File: config.mk
export PLATFORM = sky130hd
export DESIGN_NAME = rr_grant_ctrl_4_flat
export DESIGN_NICKNAME = d
export VERILOG_FILES = /design/src/rtl/rr_grant_ctrl_4_pkg.sv /design/src/rtl/rr_grant_ctrl_4_if.sv /design/src/rtl/rr_grant_ctrl_4_dec.sv /design/src/rtl/rr_grant_ctrl_4.sv /design/src/flat_wrapper.sv
export SDC_FILE = /design/constraint.sdc
export NUM_CORES = 1
export LEC_CHECK = 0
export ABC_AREA = 1
export BUFFER_PORTS_ARGS = -buffer_cell sky130_fd_sc_hd__buf_2
export CAP_MARGIN = 10
export CORE_MARGIN = 2
export CORE_UTILIZATION = 45
export CTS_CLUSTER_SIZE = 20
export DETAILED_ROUTE_END_ITERATION = 10
export PLACE_DENSITY = 0.67
export SYNTH_ARGS = -nofsm -noshare
export SYNTH_HDL_FRONTEND = slang
export SYNTH_SLANG_ARGS = --single-unit
File: constraint.sdc
create_clock -name clk -period 1.35 [get_ports clk]
set_input_delay 0.0675 -clock clk [delete_from_list [all_inputs] [get_ports clk]]
set_output_delay 0.0675 -clock clk [all_outputs]
set_load 0.02 [all_outputs]
File: src/rtl/rr_grant_ctrl_4_pkg.sv
// Shared types for the 4-way round-robin grant controller.
// Holds state encodings and requester sizing.
package rr_grant_ctrl_4_pkg;

  localparam int NREQ  = 4;
  localparam int IDX_W = 2;

  typedef enum logic {
    ST_IDLE = 1'b0,
    ST_BUSY = 1'b1
  } state_e;

  typedef logic [NREQ-1:0]  req_t;
  typedef logic [IDX_W-1:0] idx_t;

endpackage

File: src/rtl/rr_grant_ctrl_4_if.sv
// Request/grant bundle between requesters and the arbiter.
// master drives requests; slave is the arbiter.
interface rr_grant_ctrl_4_if;
  import rr_grant_ctrl_4_pkg::*;

  logic en;
  req_t req;
  logic done;
  req_t gnt;
  idx_t gnt_idx;
  logic busy;
  logic timeout;

  modport master (
    output en, req, done,
    input  gnt, gnt_idx, busy, timeout
  );

  modport slave (
    input  en, req, done,
    output gnt, gnt_idx, busy, timeout
  );

endinterface

File: src/rtl/rr_grant_ctrl_4_dec.sv
// Combinational 2-to-4 index decoder.
// Produces the one-hot grant for the next winner.
module grant_dec_2to4
  import rr_grant_ctrl_4_pkg::*;
(
  input  idx_t idx_i,
  output req_t onehot_o
);

  always_comb begin
    onehot_o = '0;
    onehot_o[idx_i] = 1'b1;
  end

endmodule

File: src/rtl/rr_grant_ctrl_4.sv
// Round-robin arbiter for 4 requesters with done/drop/timeout release.
// Registered one-hot grant; rotating pointer advances past each owner.
module rr_grant_ctrl_4
  import rr_grant_ctrl_4_pkg::*;
#(
  parameter int unsigned MAX_HOLD = 16,
  parameter int unsigned CNT_W    = 8
) (
  input logic clk,
  input logic rst,
  rr_grant_ctrl_4_if.slave bus
);

  localparam logic [CNT_W-1:0] HOLD_LAST =
    (MAX_HOLD == 0) ? '0 : CNT_W'(MAX_HOLD - 1);

  state_e state_q, state_d;
  req_t   gnt_q, gnt_d, dec_gnt;
  idx_t   idx_q, idx_d;
  idx_t   ptr_q, ptr_d;
  idx_t   win_idx;
  logic   win_vld;
  logic   [CNT_W-1:0] cnt_q, cnt_d;
  logic   tmo_q, tmo_d;
  logic   rel_done, rel_drop, rel_hold, rel;

  // Scan high to low offset so the lowest offset from ptr wins.
  always_comb begin
    win_vld = 1'b0;
    win_idx = ptr_q;
    for (int k = NREQ - 1; k >= 0; k--) begin
      if (bus.req[ptr_q + idx_t'(k)]) begin
        win_vld = 1'b1;
        win_idx = ptr_q + idx_t'(k);
      end
    end
  end

  grant_dec_2to4 u_dec (
    .idx_i    (win_idx),
    .onehot_o (dec_gnt)
  );

  assign rel_done = bus.done;
  assign rel_drop = ~bus.req[idx_q];
  assign rel_hold = (MAX_HOLD != 0) && (cnt_q == HOLD_LAST);
  assign rel      = rel_done | rel_drop | rel_hold;

  always_ff @(posedge clk) begin
    if (rst) begin
      state_q <= ST_IDLE;
      gnt_q   <= '0;
      idx_q   <= '0;
      ptr_q   <= '0;
      cnt_q   <= '0;
      tmo_q   <= 1'b0;
    end else begin
      state_q <= state_d;
      gnt_q   <= gnt_d;
      idx_q   <= idx_d;
      ptr_q   <= ptr_d;
      cnt_q   <= cnt_d;
      tmo_q   <= tmo_d;
    end
  end

  always_comb begin
    state_d = state_q;
    case (state_q)
      ST_IDLE: if (bus.en && win_vld) state_d = ST_BUSY;
      ST_BUSY: if (rel) state_d = ST_IDLE;
      default: state_d = ST_IDLE;
    endcase
  end

  always_comb begin
    gnt_d = gnt_q;
    idx_d = idx_q;
    ptr_d = ptr_q;
    cnt_d = cnt_q;
    tmo_d = 1'b0;
    case (state_q)
      ST_IDLE: begin
        if (bus.en && win_vld) begin
          gnt_d = dec_gnt;
          idx_d = win_idx;
          cnt_d = '0;
        end
      end
      ST_BUSY: begin
        if (rel) begin
          gnt_d = '0;
          ptr_d = idx_q + idx_t'(1);
          // Timeout flags only when the hold limit alone caused release.
          tmo_d = ~rel_done & ~rel_drop;
        end else begin
          cnt_d = cnt_q + CNT_W'(1);
        end
      end
      default: ;
    endcase
  end

  always_comb begin
    bus.gnt     = gnt_q;
    bus.gnt_idx = idx_q;
    bus.busy    = (state_q == ST_BUSY);
    bus.timeout = tmo_q;
  end

endmodule

File: src/flat_wrapper.sv
// flat-port wrapper written by rule: the top's interface ports become plain ports
module rr_grant_ctrl_4_flat import rr_grant_ctrl_4_pkg::*;
#(
  parameter int unsigned MAX_HOLD = 16,
  parameter int unsigned CNT_W    = 8
)
  (clk, rst, bus_en, bus_req, bus_done, bus_gnt, bus_gnt_idx, bus_busy, bus_timeout);
  rr_grant_ctrl_4_if bus_i ();
  input logic clk;
  input logic rst;
  input wire logic [$bits(bus_i.en)-1:0] bus_en;
  input wire logic [$bits(bus_i.req)-1:0] bus_req;
  input wire logic [$bits(bus_i.done)-1:0] bus_done;
  output wire logic [$bits(bus_i.gnt)-1:0] bus_gnt;
  output wire logic [$bits(bus_i.gnt_idx)-1:0] bus_gnt_idx;
  output wire logic [$bits(bus_i.busy)-1:0] bus_busy;
  output wire logic [$bits(bus_i.timeout)-1:0] bus_timeout;
  assign bus_i.en = bus_en;
  assign bus_i.req = bus_req;
  assign bus_i.done = bus_done;
  assign bus_gnt = bus_i.gnt;
  assign bus_gnt_idx = bus_i.gnt_idx;
  assign bus_busy = bus_i.busy;
  assign bus_timeout = bus_i.timeout;
  rr_grant_ctrl_4 #(.MAX_HOLD(MAX_HOLD), .CNT_W(CNT_W)) u_core (.clk(clk), .rst(rst), .bus(bus_i));
endmodule
==> run_results.csv <==
group,metric,value,unit
timing,fmax,658.7,MHz
timing,final_max_slew_viol_count,0,
yosys,yosysUniqueCellTypes,30,
routing,drtPass1Iterations,4,
finish,area_growth,35.83,%
global_routing,grt_first_pass_wirelength,4.878,mm
yosys,syn_area,1201,sq um
worst_setup_path,r2r-start,"u_core.ptr_q[0]$_SDFFE_PP0P_",
finish,fill_cells,222,
yosys,ys_seq_elements,18,
finish,fin_util,65.27,%
yosys,syn_nets,178,
routing,vias_per_cell,5.052,
die,num_rows,18,
die,chipHeight,55.67,um
worst_setup_path,required,1590,ps
routing,wl_per_cell,12.55,um
cts,clk_pin_slew,100,ps
power,p_total,1.634,mW
timing,setup_violations,15,
worst_setup_path,rr_endpoint,"u_core.bus.gnt[2]$_SDFFE_PP0P_",
run,maxCapViolCount,0,
finish,design_area,1632,sq um
timing,timing.hold.ws,136.2,ps
power,p_per_area,1001,nW/um^2
cts,insertion_delay,290,ps
power,p_leak,0.7223,nW
cts,clk_path_buf_depth,2,
yosys,syn_area_per_cell,7.107,sq um
yosys,yosysWarnings,0,
timing,max_slew_margin,77.95,%
timing,worst_pin_slew,330.7,ps
worst_setup_path,path_class,"reg2reg",
worst_setup_path,rrSetupSlack,-170,ps
timing,rsz0062_at_grt,"yes",
finish,num-nets-final,212,
power,peakVddDrop,0.7708,mV
timing,finalWorstPathRequiredPeriod,1518,ps
die,start_util,48.05,%
placed_design,dp.final_hpwl,2.163,mm
worst_setup_path,cp-endpoint,"u_core.bus.gnt[2]$_SDFFE_PP0P_",
timing,skew,2.241,ps
routing,route.vias.total,1167,
global_routing,antenna_found_initial,0,
hold_path,hold_path_class,"in2reg",
placed_design,place_area,1425,sq um
cts,cts_root_buffer,"clkbuf_4",
placed_design,io_buffer_count,15,
placed_design,gp_congestion,0.9929,
routing,drtAntennaViolNets,0,
die,fp.coreArea,2500,sq um
global_routing,grt_max_degree,14,
routing,wirelength,2.899,mm
worst_setup_path,worstPathMaxFanout,8,
yosys,yosysSeqAreaShare,30.00,%
worst_setup_path,cp-start-kind,"flop",
run_status,failed_checks,"negative setup slack",
die,die_w,55.67,um
cts,cts_sinks,18,
die,ioPinCount,16,
global_routing,grt-ovfl-total,0,
worst_setup_path,cp-startpoint,"u_core.ptr_q[0]$_SDFFE_PP0P_",
worst_setup_path,ff2ff_path_depth,10,
finish,num_antenna_cells,0,
finish,layout-drive-gt1-share,55.22,%
yosys,synthCells,169,
routing,drtIter0Drc,14,
global_routing,track_usage,19.78,%
routing,drc,0,
worst_setup_path,arrival,1750,ps
timing,period_share,112.5,%
die,die_area,3099,sq um
run_status,status,"complete, but fails checks",
global_routing,grt_pass1_vias,1183,
timing,finalHoldViolCount,0,
cts,cts_tree,"done",
worst_setup_path,endpoint_kind,"flop",
timing,finalWorstSetupSlack,-168.2,ps
cts,htree_levels,1,
cts,cts_made_buffers,3,
## cells in the final DEF, fill, tap and decap left out, types with 4 or more instances in the layout
master   Yosys  final
nand2_1     43     29
nand2_2     16     19
inv_1       19     17
nand2_4      5     16
buf_2        0     15
buf_4        0     13
dfxtp_1     18     12
a21oi_2      8     11
nand3_2      1      6
a21oi_1      9      6
nand3_1     12      6
inv_2        4      4
nor2_2       1      4
dfxtp_2      0      4
## cells in the mapped netlist (all sizes together)
library cell / number / area (sq um)
nand2: 64 / 317.8
a21oi: 18 / 131.4
buf: 1 / 11.26
xor2: 2 / 17.52
xnor2: 1 / 8.760
nor4: 1 / 6.260
nor3: 1 / 5.000
o211ai: 1 / 7.510
inv: 25 / 103.9
clkbuf: 1 / 3.750
nand3: 14 / 87.59
a21boi: 1 / 7.510
nand4: 3 / 18.77
nor2: 10 / 63.82
dfxtp: 18 / 360.4
o21ai: 6 / 30.03
nand3b: 1 / 7.510
ha: 1 / 12.51
## where the power goes
part	switching [mW]	internal (mW)	total [mW]
clock network	0.169	0.104	0.273
logic	0.461	0.288	0.749
registers	0.0431	0.568	0.612
total	0.673	0.960	1.63
## critical path, stage by stage (launching register included)
cell	delay [ps]
dfxtp_4	450
inv_8	70
nand2_4	70
nand2_4	60
nand2_4	90
nand2_1	50
inv_1	40
nand2_1	60
a21boi_1	250
nand4_1	170
a21oi_2	130
## timing repair
| item | CTS | global route |
|---|---|---|
| setup buffers | 0 | 2 |
| gates resized for setup | 28 | 22 |
| hold buffers | 1 | 0 |
| endpoints found under the hold margin | 1 | 0 |
| pin swaps | 9 | 12 |
| setup endpoints to repair | 18 | 18 |
## worst min-delay path by stage
stage,startpoint,end,slack (ps),cells past startpoint
2_1_floorplan,bus_done,u_core.bus.timeout$_SDFF_PP0_,140,1
3_3_place_gp,bus_done,u_core.bus.timeout$_SDFF_PP0_,250,2
3_5_place_dp,bus_done,u_core.bus.timeout$_SDFF_PP0_,250,2
4_1_cts,bus_en,u_core.bus.gnt_idx[0]$_SDFFE_PP0P_,130,4
5_1_grt,rst,u_core.bus.gnt[2]$_SDFFE_PP0P_,150,2
6_report,rst,u_core.cnt_q[6]$_SDFFE_PP0P_,140,2
## sequential cells by signal, summed over array words and instances (netlist names)
register / flops
u_core.cnt_q: 8
u_core.ptr_q: 2
u_core.bus.gnt_idx: 2
u_core.bus.busy: 1
u_core.bus.gnt: 4
u_core.bus.timeout: 1
## layer usage
| metal | share of wire (%) | wire length (um) | GRT usage [%] |
|---|---|---|---|
| met5 | 0 | 0 | 0 |
| met4 | 3.5 | 102 | 13.24 |
| met3 | 2.5 | 73 | 2.326 |
| met2 | 55 | 1601 | 36.73 |
| met1 | 39 | 1123 | 20.52 |
## metrics by stage
stage	instances	worst slack [ps]	setup TNS [ps]
3_3_place_gp	225	-161.5	-2049
4_1_cts	229	-130.1	-1354
2_1_floorplan	169	-27.54	-231.4
6_report	231	-168.2	-1763
5_1_grt	231	-256.6	-3289
3_5_place_dp	225	-220.5	-2808
## logic make-up after synthesis
kind of cell / share of synthesized area [%]
simple gates: 42.19
buf+inv: 9.896
compound gates: 14.69
flops: 30.00
xor+xnor: 2.188
fa+ha+maj: 1.042
## cell type report
| cell class | count | area [sq um] | area share [%] |
|---|---|---|---|
| well taps | 30 | 37.54 | 2.301 |
| repair buffers | 31 | 205.2 | 12.58 |
| clock buffers | 3 | 22.52 | 1.380 |
| multi-input cells | 124 | 882.1 | 54.06 |
| flip-flops and latches | 18 | 372.9 | 22.85 |
| inverters | 25 | 111.4 | 6.825 |
(Power assumes the default switching activity.)
